$ cat config.mk
export PLATFORM = sky130hd
export DESIGN_NAME = spi_shiftreg_param
export DESIGN_NICKNAME = d
export VERILOG_FILES = /design/src/rtl/spi_shift_pkg.sv /design/src/rtl/spi_char_counter.sv /design/src/rtl/spi_shiftreg_param.sv
export SDC_FILE = /design/constraint.sdc
export NUM_CORES = 1
export LEC_CHECK = 0
export CORE_AREA = 2 2 135 202
export DETAILED_ROUTE_END_ITERATION = 10
export DIE_AREA = 0 0 137 204
export PLACE_DENSITY_LB_ADDON = 0.15
export SETUP_SLACK_MARGIN = 0.2
export SYNTH_ARGS = -nofsm -noshare
export SYNTH_HDL_FRONTEND = slang
export SYNTH_SLANG_ARGS = --single-unit
$ cat constraint.sdc
create_clock -name wb_clk -period 11.45 [get_ports wb_clk]
set_clock_uncertainty 0.05 [all_clocks]
set_input_delay 2.29 -clock wb_clk [delete_from_list [all_inputs] [get_ports wb_clk]]
set_output_delay 2.29 -clock wb_clk [all_outputs]
set_load 0.05 [all_outputs]
$ cat src/rtl/spi_shift_pkg.sv
// Shared definitions for the parametrised SPI shift engine:
// default geometry, width helpers and the SCLK edge-select encoding.
package spi_shift_pkg;

  localparam int unsigned SPI_MAX_CHAR_DEF = 128;
  localparam int unsigned SPI_BUS_W_DEF    = 32;

  typedef enum logic {
    EDGE_POS = 1'b0,
    EDGE_NEG = 1'b1
  } edge_sel_e;

  // Ceiling log2, usable in parameter expressions.
  function automatic int unsigned clog2_f(input int unsigned v);
    int unsigned r;
    r = 0;
    for (int unsigned i = 0; i < 32; i++) begin
      if ((64'd1 << i) < 64'(v)) r = i + 1;
    end
    return r;
  endfunction

  // Word-index width, never narrower than one bit.
  function automatic int unsigned wsel_w_f(input int unsigned max_char,
                                           input int unsigned bus_w);
    int unsigned w;
    w = clog2_f(max_char / bus_w);
    return (w < 1) ? 1 : w;
  endfunction

endpackage

$ cat src/rtl/spi_char_counter.sv
// Character bit counter and transfer sequencing for the SPI shift engine.
// Ports:
//   wb_clk, wb_rst  clock, async active-high reset
//   go_i            start request (ignored while busy)
//   pos_edge_i      SCLK leading-edge strobe
//   n_len_i         effective character length (1..MAX_CHAR)
//   cnt_o           remaining-bit counter
//   tip_o           transfer in progress
//   last_o          counter is zero
//   done_o          one-cycle end-of-transfer pulse
module spi_char_counter #(
  parameter int unsigned CLEN_W = 7
) (
  input  logic            wb_clk,
  input  logic            wb_rst,
  input  logic            go_i,
  input  logic            pos_edge_i,
  input  logic [CLEN_W:0] n_len_i,
  output logic [CLEN_W:0] cnt_o,
  output logic            tip_o,
  output logic            last_o,
  output logic            done_o
);

  localparam int unsigned CNT_W = CLEN_W + 1;

  typedef enum logic {
    ST_IDLE = 1'b0,
    ST_BUSY = 1'b1
  } state_e;

  state_e             state_q, state_d;
  logic [CNT_W-1:0]   cnt_q, cnt_d;
  logic               last_q, last_d;
  logic               done_q, done_d;

  // State register; counter resets to zero so last reads high.
  always_ff @(posedge wb_clk or posedge wb_rst) begin
    if (wb_rst) begin
      state_q <= ST_IDLE;
      cnt_q   <= '0;
      last_q  <= 1'b1;
      done_q  <= 1'b0;
    end else begin
      state_q <= state_d;
      cnt_q   <= cnt_d;
      last_q  <= last_d;
      done_q  <= done_d;
    end
  end

  // Next-state: idle preloads the length; busy counts leading edges and
  // ends on the leading edge seen after the counter reached zero.
  always_comb begin
    state_d = state_q;
    cnt_d   = cnt_q;
    done_d  = 1'b0;
    unique case (state_q)
      ST_IDLE: begin
        cnt_d = n_len_i;
        if (go_i) state_d = ST_BUSY;
      end
      ST_BUSY: begin
        if (pos_edge_i) begin
          if (cnt_q == '0) begin
            state_d = ST_IDLE;
            done_d  = 1'b1;
          end else begin
            cnt_d = cnt_q - CNT_W'(1);
          end
        end
      end
      default: state_d = ST_IDLE;
    endcase
    last_d = (cnt_d == '0);
  end

  assign cnt_o  = cnt_q;
  assign tip_o  = (state_q == ST_BUSY);
  assign last_o = last_q;
  assign done_o = done_q;

endmodule

$ cat src/rtl/spi_shiftreg_param.sv
// Parametrised SPI shift engine: shifts a programmable-length character out
// on mosi and in from miso under SCLK edge strobes, with word-indexed host
// access to the shift data.
// Optional build macro: SPI_SHIFT_LOOPBACK_EN adds input 'loopback', which
// makes the receive side sample the mosi register instead of miso.
// Ports:
//   wb_clk, wb_rst           clock, async active-high reset
//   pos_edge, neg_edge       SCLK leading/trailing edge strobes
//   rx_negedge, tx_negedge   sample/drive on trailing edge when set
//   lsb                      LSB-first order
//   go                       start request
//   miso                     serial in
//   len                      char length (0 = MAX_CHAR)
//   wr_en, rd_en, wsel       host write/read of word wsel
//   byte_sel, pin            byte enables, write data
//   mosi                     serial out
//   tip, last, done          in progress, counter zero, end pulse
//   wr_err                   sticky access-while-busy flag
//   pout                     read data
module spi_shiftreg_param
  import spi_shift_pkg::*;
#(
  parameter int unsigned MAX_CHAR = SPI_MAX_CHAR_DEF,
  parameter int unsigned BUS_W    = SPI_BUS_W_DEF,
  parameter int unsigned CLEN_W   = clog2_f(MAX_CHAR),
  parameter int unsigned WSEL_W   = wsel_w_f(MAX_CHAR, BUS_W)
) (
  input  logic               wb_clk,
  input  logic               wb_rst,
  input  logic               pos_edge,
  input  logic               neg_edge,
  input  logic               rx_negedge,
  input  logic               tx_negedge,
  input  logic               lsb,
  input  logic               go,
  input  logic               miso,
`ifdef SPI_SHIFT_LOOPBACK_EN
  input  logic               loopback,
`endif
  input  logic [CLEN_W-1:0]  len,
  input  logic               wr_en,
  input  logic               rd_en,
  input  logic [WSEL_W-1:0]  wsel,
  input  logic [BUS_W/8-1:0] byte_sel,
  input  logic [BUS_W-1:0]   pin,
  output logic               mosi,
  output logic               tip,
  output logic               last,
  output logic               done,
  output logic               wr_err,
  output logic [BUS_W-1:0]   pout
);

  localparam int unsigned NBYTES = BUS_W / 8;
  localparam int unsigned CNT_W  = CLEN_W + 1;
  localparam int unsigned BIDX_W = clog2_f(BUS_W);

  logic [CNT_W-1:0]    n_len_c;
  logic [CNT_W-1:0]    cnt;
  logic [CLEN_W-1:0]   pos_c;
  logic [CLEN_W-1:0]   word_base_c;
  logic                shift_ok_c;
  logic                tx_clk_c;
  logic                rx_clk_c;
  logic                rx_bit_c;
  edge_sel_e           tx_mode_c;
  edge_sel_e           rx_mode_c;

  logic [MAX_CHAR-1:0] data_q, data_d;
  logic [BUS_W-1:0]    pout_q, pout_d;
  logic                mosi_q, mosi_d;
  logic                wr_err_q, wr_err_d;

  assign n_len_c = (len == '0) ? CNT_W'(MAX_CHAR) : {1'b0, len};

  spi_char_counter #(
    .CLEN_W (CLEN_W)
  ) u_cnt (
    .wb_clk     (wb_clk),
    .wb_rst     (wb_rst),
    .go_i       (go),
    .pos_edge_i (pos_edge),
    .n_len_i    (n_len_c),
    .cnt_o      (cnt),
    .tip_o      (tip),
    .last_o     (last),
    .done_o     (done)
  );

  assign tx_mode_c  = edge_sel_e'(tx_negedge);
  assign rx_mode_c  = edge_sel_e'(rx_negedge);
  assign tx_clk_c   = tip && ((tx_mode_c == EDGE_NEG) ? neg_edge : pos_edge);
  assign rx_clk_c   = tip && ((rx_mode_c == EDGE_NEG) ? neg_edge : pos_edge);
  assign shift_ok_c = (cnt != '0);

  // Bit under the shifter: ascends from 0 for LSB-first, descends from N-1 otherwise.
  assign pos_c = lsb ? CLEN_W'(n_len_c - cnt) : CLEN_W'(cnt - CNT_W'(1));

  assign word_base_c = CLEN_W'(32'(wsel) * BUS_W);

`ifdef SPI_SHIFT_LOOPBACK_EN
  assign rx_bit_c = loopback ? mosi_q : miso;
`else
  assign rx_bit_c = miso;
`endif

  always_ff @(posedge wb_clk or posedge wb_rst) begin
    if (wb_rst) begin
      data_q   <= '0;
      pout_q   <= '0;
      mosi_q   <= 1'b0;
      wr_err_q <= 1'b0;
    end else begin
      data_q   <= data_d;
      pout_q   <= pout_d;
      mosi_q   <= mosi_d;
      wr_err_q <= wr_err_d;
    end
  end

  // Shift and host-access next state; host reads see pre-write data.
  always_comb begin
    data_d   = data_q;
    pout_d   = pout_q;
    mosi_d   = mosi_q;
    wr_err_d = wr_err_q;
    if (tx_clk_c && shift_ok_c) mosi_d = data_q[pos_c];
    if (rx_clk_c && shift_ok_c) data_d[pos_c] = rx_bit_c;
    if (tip) begin
      if (wr_en || rd_en) wr_err_d = 1'b1;
    end else begin
      for (int b = 0; b < int'(NBYTES); b++) begin
        if (byte_sel[b]) begin
          if (rd_en) pout_d[BIDX_W'(8 * b) +: 8] = data_q[word_base_c + CLEN_W'(8 * b) +: 8];
          if (wr_en) data_d[word_base_c + CLEN_W'(8 * b) +: 8] = pin[BIDX_W'(8 * b) +: 8];
        end
      end
      // An empty write to word 0 is the clear command for the error flag.
      if (wr_en && (wsel == '0) && (byte_sel == '0)) wr_err_d = 1'b0;
    end
  end

  assign mosi   = mosi_q;
  assign wr_err = wr_err_q;
  assign pout   = pout_q;

endmodule

==> results by group <==
Worst setup path
  • CP max stage delay: between 0.7 and 0.8 ns
  • Worst Path Max Fanout: 52
  • Critical path launch point type: primary input
  • Critical path required time: 11.73 ns
  • CP Class: primary input to flop
  • Critical path endpoint category: flop
  • Slowest-stage cell, CP: buf_4
  • Crit path DAT: approximately 6.8 ns
  • Crit-path cells: clkdlybuf4s50_1 > inv_1 > ha_1 > fa_1 > mux2i_4 > buf_4 > mux4_2 > mux2i_1 > o22ai_1 > a221oi_1 > a2111oi_0 > o31a_1

Power
  • Internal power: 1749 µW
  • Peak supply drop: 0.2561 mV
  • Sw Ratio: 42.53%
  • Sequential power share: 29.4%
  • P_sw: 1294 µW
  • Pleak: 0.005097 µW
  • Comb power frac: 48.8%
  • Design Power: between 3000 and 4000 µW
  • Clock Power Share: 21.8%
  • PD cells: 260.3 nW/µm²

Die
  • Die X: 137 µm
  • I/O pin cnt: 93
  • Initial core utilization: 39.21%
  • Die ar.: 27950 µm²
  • Core ar.: about 26000 µm²
  • Die height: 204 µm
  • Num rows: 73

CTS
  • CTS Buf Count: 17
  • CTS Hold Bufs: 0
  • Clk Latency, worst-skew pair: 0.44 ns
  • H-Tree Depth: 4
  • CTS Root Buffer Type: clkbuf_16
  • Post-CTS setup buffers: 0
  • Sink Count: 157
  • CTS tree: yes
  • # resized after CTS: 0
  • Worst-case clock buffer depth: 2
  • Clock transition at path regs: 0.06 ns

Finish
  • Share of layout cells above drive strength 1: between 10% and 20%
  • Design area: roughly 12000 µm²
  • Post-layout nets: 1147
  • N_diodes: 0
  • Syn-to-layout area delta: 13.35%
  • Util after Layout: 44.44%

Routing
  • Mean routed wirelength per cell: 22.21 µm
  • Via count: 8270
  • Post-DRT Antenna Nets: 0
  • TritonRoute pass-1 iters: 6
  • Via density: 5.804
  • DRC: 0
  • Iter 0 DRT Violations: 600
  • Post-Route WL: approximately 32000 µm

Logic synthesis
  • Mapped Area: slightly above 10000 µm²
  • EDFF count, synth: 0
  • Flops & latches, synth: 157
  • Xor/xnor share of the synthesized area: less than 1%
  • Most numerous cell in the Yosys netlist: dfrtp_1
  • Syn Inst Count: 1060
  • Avg Cell Area, Syn: 9.730 µm²
  • Largest family of logic cells by synthesized area: multiplexers
  • Synth Warn #: 0
  • Cell taking the most area after synthesis: dfrtp_1
  • Most frequent cells after synthesis: dfrtp_1 (156), nand2_1 (137), mux2i_1 (131)
  • Netlist cell types: 75
  • Multiplexer share of the synthesized area: between 20% and 30%
  • Simple-gate share of the synthesized area: roughly 17%
  • Share of the yosys chip area belonging to registers: 38.11%
  • Ys async rst share: 100.0%
  • Synth area leaders: dfrtp_1 (38%), mux2i_1 (13%), mux4_2 (5.9%), nand2_1 (5.0%), nor2_1 (3.1%)
  • Top FF cell, synth: dfrtp_1
  • Compound-cell area share of the yosys netlist: roughly 14%
  • Top cell type's share of synthesized area: 37.85%
  • Adder-cell share of the synthesized area: a little over 2%

Global route
  • Initial antenna violation count: 0
  • Overall global routing resource usage: 23.49%
  • Largest net degree at the start of global routing: 101
  • Grt ovf: 0
  • Vias in the first global route: 8252
  • First-pass GRT wire length: 49560 µm

STA
  • Final setup fails: 0
  • Relative slew slack: 23.15%
  • Measured slew at the worst slew-check pin: 1.153 ns
  • Hold Vio Cnt, Final: 0
  • Setup tns final: 0 ns
  • F_max: about 0.15 GHz
  • Final worst path period need: ~6.5 ns
  • Final period util: approximately 57%
  • Max Slew Vio Count: 0
  • Unrepaired setup endpoints after global routing: no

Placement
  • Final GP Congestion: 0.8441
  • Port buffer count: 60
  • Placed cell area: about 11000 µm²
  • Final HPWL DP: 21780 µm

Run
  • MaxCap Viol Count: 0

Status
  • Status: completed

Hold path
  • Hold Path Class: flop to flop
layout make-up:
class | instances | area [µm²]
repair buffers | 74 | 700.7
well taps | 337 | 421.7
flip-flops and latches | 157 | 3930
clock inverters | 11 | 209.0
clock buffers | 21 | 470.5
multi-input cells | 808 | 5887
inverters | 17 | 71.32
fillers | 2587 | 14620
metal layers:
layer	wire length [µm]	up-vias	global-route usage (%)
met5	0	-	0
met4	1067	0	8.910
met3	1277	61	3.373
met2	15770	231	38.54
met1	13530	4123	31.22
li1	-	3855	-
layout by cell type (no fill, tap or decap), drive strengths merged, types with 18 or more instances in the layout:
cell	count
nand3	56
mux2	20
clkbuf	21
mux4	32
dfrtp	156
mux2i	133
o211ai	33
o21ai	58
a21oi	58
inv	18
nor2	93
clkdlybuf4s50	59
nand2	137
o31ai	30
power groups by stage:
stage / clock, µW / sequential (µW) / combinational, µW
2_1_floorplan: 0 / 889 / 1110
3_3_place_gp: 0 / 897 / 1470
3_5_place_dp: 0 / 903 / 1480
4_1_cts: 678 / 894 / 1480
5_1_grt: 697 / 919 / 1610
6_report: 665 / 894 / 1480
worst max-delay path, delay by kind of cell:
kind	cells	cell delay, ns
AOI/OAI and AO/OA	4	0.89
adders and majority gates	2	0.70
buffers and inverters	3	1.36
muxes	3	1.45
flip-flops by register name, summed over array words and instances, names as in the netlist:
register and count:
pout 16, u_cnt.cnt_o 8, u_cnt.tip_o 1, mosi 1, u_cnt.last_o 1, u_cnt.done_o 1, data_q 128, wr_err 1
metrics by stage:
stage          setup slack (ns)  hold WS, ns  instances
3_5_place_dp              4.513       0.4449       1393
5_1_grt                   4.767       0.4689       1425
6_report                  4.943       0.4582       1425
3_3_place_gp              4.480       0.4398       1393
2_1_floorplan             4.877       0.4304       1075
4_1_cts                   4.951       0.4613       1425
worst paths after layout:
check	start	depth (start not counted)	to	slack [ns]
setup / recovery	len[0]	12	mosi$_DFFE_PP0P_	4.94
hold / removal	pout[10]$_DFFE_PP0P_	1	pout[10]$_DFFE_PP0P_	0.46
setup reg to reg	u_cnt.cnt_o[0]$_DFF_PP0_	10	mosi$_DFFE_PP0P_	6.92
hold reg to reg	pout[10]$_DFFE_PP0P_	1	pout[10]$_DFFE_PP0P_	0.46
max in group asynchronous	wb_rst	3	data_q[127]$_DFF_PP0_	7.56
min in group asynchronous	wb_rst	2	pout[1]$_DFFE_PP0P_	2.35
kinds of logic after synthesis:
family | Yosys count
AOI/OAI and AO/OA | 221
xor gates and xnor gates | 6
adders and majority gates | 16
buffers and inverters | 110
DFF | 157
muxes | 185
other | 1
and+or+nand+nor | 364
Note: power is estimated with default switching activity, not from simulation.
